## src/rtl/mod_counter.sv

```systemverilog
// Modulo up/down counter with synchronous clear, clamped parallel load, optional edge-triggered steps and a wrap pulse.
// Optional macro MOD_COUNTER_SAT_EN: saturate at 0 / MODULUS-1 instead of wrapping (wrap flags the rejected step).
module mod_counter #(
    parameter int unsigned WIDTH     = 8,
    parameter int unsigned MODULUS   = 256,
    parameter int unsigned EDGE_MODE = 0
) (
    input  logic             clock,
    input  logic             reset,
    input  logic             clear,
    input  logic             load,
    input  logic [WIDTH-1:0] load_value,
    input  logic             up,
    input  logic             down,
    output logic [WIDTH-1:0] count,
    output logic             at_zero,
    output logic             at_max,
    output logic             wrap
);

    localparam logic [WIDTH-1:0] MAX     = WIDTH'(MODULUS - 1);
    localparam logic [WIDTH:0]   MAX_EXT = (WIDTH + 1)'(MODULUS - 1);

    generate
        if (MODULUS < 2 || 64'(MODULUS) > (64'd1 << WIDTH)) begin : g_bad_modulus
            $error("mod_counter: MODULUS must lie in 2..2**WIDTH");
        end
    endgenerate

    logic up_req;
    logic down_req;

    // Edge history samples every cycle, so a level held through reset, clear or load never counts.
    generate
        if (EDGE_MODE != 0) begin : g_edge
            logic prev_up;
            logic prev_down;

            always_ff @(posedge clock) begin
                prev_up   <= up;
                prev_down <= down;
            end

            assign up_req   = up & ~prev_up;
            assign down_req = down & ~prev_down;
        end else begin : g_level
            assign up_req   = up;
            assign down_req = down;
        end
    endgenerate

    logic             inc;
    logic             dec;
    logic [WIDTH-1:0] count_next;
    logic             wrap_next;

    always_comb begin
        inc        = up_req & ~down_req;
        dec        = down_req & ~up_req;
        count_next = count;
        wrap_next  = 1'b0;
        if (clear) begin
            count_next = '0;
        end else if (load) begin
            // Widened compare keeps the clamp meaningful when MODULUS == 2**WIDTH.
            count_next = ({1'b0, load_value} > MAX_EXT) ? MAX : load_value;
        end else if (inc) begin
            if (count == MAX) begin
`ifdef MOD_COUNTER_SAT_EN
                count_next = MAX;
`else
                count_next = '0;
`endif
                wrap_next  = 1'b1;
            end else begin
                count_next = count + WIDTH'(1);
            end
        end else if (dec) begin
            if (count == '0) begin
`ifdef MOD_COUNTER_SAT_EN
                count_next = '0;
`else
                count_next = MAX;
`endif
                wrap_next  = 1'b1;
            end else begin
                count_next = count - WIDTH'(1);
            end
        end
    end

    always_ff @(posedge clock) begin
        if (reset) begin
            count <= '0;
            wrap  <= 1'b0;
        end else begin
            count <= count_next;
            wrap  <= wrap_next;
        end
    end

    assign at_zero = (count == '0);
    assign at_max  = (count == MAX);

endmodule

```

## config.mk

```make
export PLATFORM = sky130hd
export DESIGN_NAME = mod_counter
export DESIGN_NICKNAME = d
export VERILOG_FILES = /design/src/rtl/mod_counter.sv
export SDC_FILE = /design/constraint.sdc
export NUM_CORES = 1
export LEC_CHECK = 0
export BUFFER_PORTS_ARGS = -buffer_cell sky130_fd_sc_hd__buf_2
export CAP_MARGIN = 20
export CORE_UTILIZATION = 50
export CTS_CLUSTER_SIZE = 8
export DETAILED_ROUTE_END_ITERATION = 10
export GPL_ROUTABILITY_DRIVEN = 0
export PLACE_DENSITY = 0.78
export SYNTH_ARGS = -nofsm -noshare
export SYNTH_HDL_FRONTEND = slang
export SYNTH_SLANG_ARGS = --single-unit
```

## constraint.sdc

```tcl
create_clock -name clock -period 2.1 [get_ports clock]
set_input_delay 0.315 -clock clock [delete_from_list [all_inputs] [get_ports clock]]
set_output_delay 0.315 -clock clock [all_outputs]
set_load 0.02 [all_outputs]
```

==> summary.md <==
| Metric | Value |
|---|---|
| Die Span Y | 43.3 um |
| Post-synthesis sequential area ratio | 0.211 |
| Max-slew violation count | 0 |
| Post-Synthesis Cells | 116 |
| Maximum vdd drop | 0.422 mV |
| Setup violators final | 0 |
| Most frequent cells after synthesis | 13 x nor2_1, 10 x a21oi_1, 9 x dfxtp_1 |
| Dpl cells | 152 |
| ANT nets after route | 0 |
| DRT iter0 DRCs | 64 |
| Pwr per Cell Area | 547 mW/mm^2 |
| Setup crit start kind | register |
| Diode count | 0 |
| CP Capture Type | output port |
| Synth Cell Area | 855 um^2 |
| Share of post-route cells with drive strength above 1 | 0.271 |
| All-Layer GR Usage | 0.304 |
| Mapped Nets | 133 |
| RSZ-0062 raised after global routing | no |
| TritonCTS clock tree | built |
| Status | finished clean |
| Clk_lat worst skew | 0.28 ns |
| Vias in the first global route | 911 |
| Core Region | 0.00156 mm^2 |
| Post-Route WL | 2.57 mm |
| Die area | 0.00188 mm^2 |
| Slew @ Worst Pin | 0.732 ns |
| Synthesized area per cell | 7.37 um^2 |
| Final hold vios | 0 |
| Kind of critical path | reg2out |
| Router iterations before antenna repair | 4 |
| CTS Sinks | 9 |
| Initial antenna violation count | 0 |
| Post-synth ARST share | 0 |
| Post-synth top area share | 0.211 |
| Worst-case clock buffer depth | 2 |
| Initial core utilization | 0.548 |
| IO Port Bufs | 24 |
| Fin crit period | 1.96 ns |
| Area leader, netlist | dfxtp_1 |
| Slew HR | 0.508 |
| Count leader, synth | nor2_1 |
| Max Cap Viol | 0 |
| Finished Layout Cells | 156 |
| Worst Clk Skew | 0.00514 ns |
| Register bit total from synthesis | 9 |
| Arr. time, crit path | 1.65 ns |
| Top-level I/O count | 25 |
| WL/cell | 16.5 um |
| Yosys warns | 0 |
| Fin Hold WS | 0.325 ns |
| Vias | 1016 |
| H-tree Lvls | 1 |
| Total Power | 550 uW |
| Max Fclk | 510 MHz |
| Ys flop type | dfxtp_1 |
| Setup TNS Final | 0 ns |
| Fin util | 0.645 |
| Row cnt | 14 |
| Synth top area cells | dfxtp_1 21%, a21oi_1 5.9%, nor2_1 5.7% |
| Period utilization | 0.933 |
| Hold_buf cts | 0 |
| Number of synthesized flops with an enable pin | 0 |
| Total gr overflow | 0 |
| Num CTS Buffers | 3 |
| Hold Crit Class | in2reg |
| Largest net degree at the start of global routing | 17 |
| Remaining design rule violation count | 0 |
| Synth cell types | 46 |
| Post-DR vias/cell | 6.51 |
| Leakage | 0.417 nW |
| Die Span X | 43.3 um |
| First-pass GRT wire length | 4.12 mm |
| Area grow syn2layout | 17.7% |
| Final HPWL DP | 1.82 mm |
| Register clock-pin slew on the reported worst setup and hold paths | 0.07 ns |
| Layout Nets | 158 |
| CTS root buf | clkbuf_4 |
| Worst Path Max Fanout | 13 |
| Critical path required time | 1.78 ns |
[through the flow]
step | worst slack [ns] | area, um^2
2_1_floorplan | 0.213 | 855
5_1_grt | 0.0561 | 1010
3_5_place_dp | 0.350 | 975
3_3_place_gp | 0.368 | 975
6_report | 0.140 | 1010
4_1_cts | 0.0732 | 1000
[cells in the final DEF (no fill, tap or decap), drive strengths merged, types with 4 or more instances in the layout]
| master | Yosys | routed |
|---|---|---|
| a21oi | 10 | 10 |
| nor3 | 9 | 9 |
| o21ai | 8 | 8 |
| dfxtp | 9 | 9 |
| buf | 6 | 27 |
| nand3 | 7 | 7 |
| nor2 | 13 | 13 |
| clkbuf | 1 | 4 |
| inv | 4 | 4 |
[layout make-up]
| type | instances | area (um^2) |
|---|---|---|
| clock buffers | 4 | 26.3 |
| fillers | 160 | 553 |
| inverters | 5 | 20.0 |
| multi-input cells | 95 | 617 |
| flip-flops and latches | 9 | 180 |
| well taps | 16 | 20.0 |
| repair buffers | 27 | 143 |
[per-layer routing]
metal | GRT usage | up-vias | wire, um | share of wire
li1 | - | 488 | - | -
met1 | 0.410 | 447 | 1050 | 0.41
met2 | 0.467 | 72 | 1180 | 0.46
met3 | 0.0500 | 9 | 278 | 0.11
met4 | 0.156 | 0 | 68 | 0.026
met5 | 0 | - | 0 | 0
[sequential cells by signal (all words and copies together) (netlist names)]
register,cells
wrap,1
count,8
[report_power, final]
part,switching [mW],internal [mW]
clock network,0.0750,0.0737
registers,0.0226,0.180
logic,0.118,0.0810
total,0.215,0.334
[kinds of logic (layout without fill, tap and decap cells)]
kind of cell,after synthesis,count (layout),share of synthesized area
simple gates,52,52,0.357
compound gates,37,37,0.283
buf+inv,12,36,0.0732
flops,9,9,0.211
fa+ha+maj,3,3,0.0439
xor+xnor,2,2,0.0205
mux,1,1,0.0117
[worst max-delay path: stages, from the launching register on]
cell     delay [ns]
dfxtp_1        0.65
nand4_2        0.24
nor2_1         0.27
buf_2          0.21
[worst paths after layout]
check	from	endpoint	slack [ns]	cells after the start
setup / recovery	count[3]	at_max	0.14	3
hold / removal	load_value[2]	count[2]	0.33	3
setup reg to reg	count[0]	count[6]	0.30	7
hold reg to reg	count[0]	count[0]	0.61	2
[what timing repair did]
action                     4_1_cts  5_1_grt
gates resized for setup          0        1
setup endpoints to repair        0        1
setup buffers                    0        0
(Power assumes the default switching activity.)
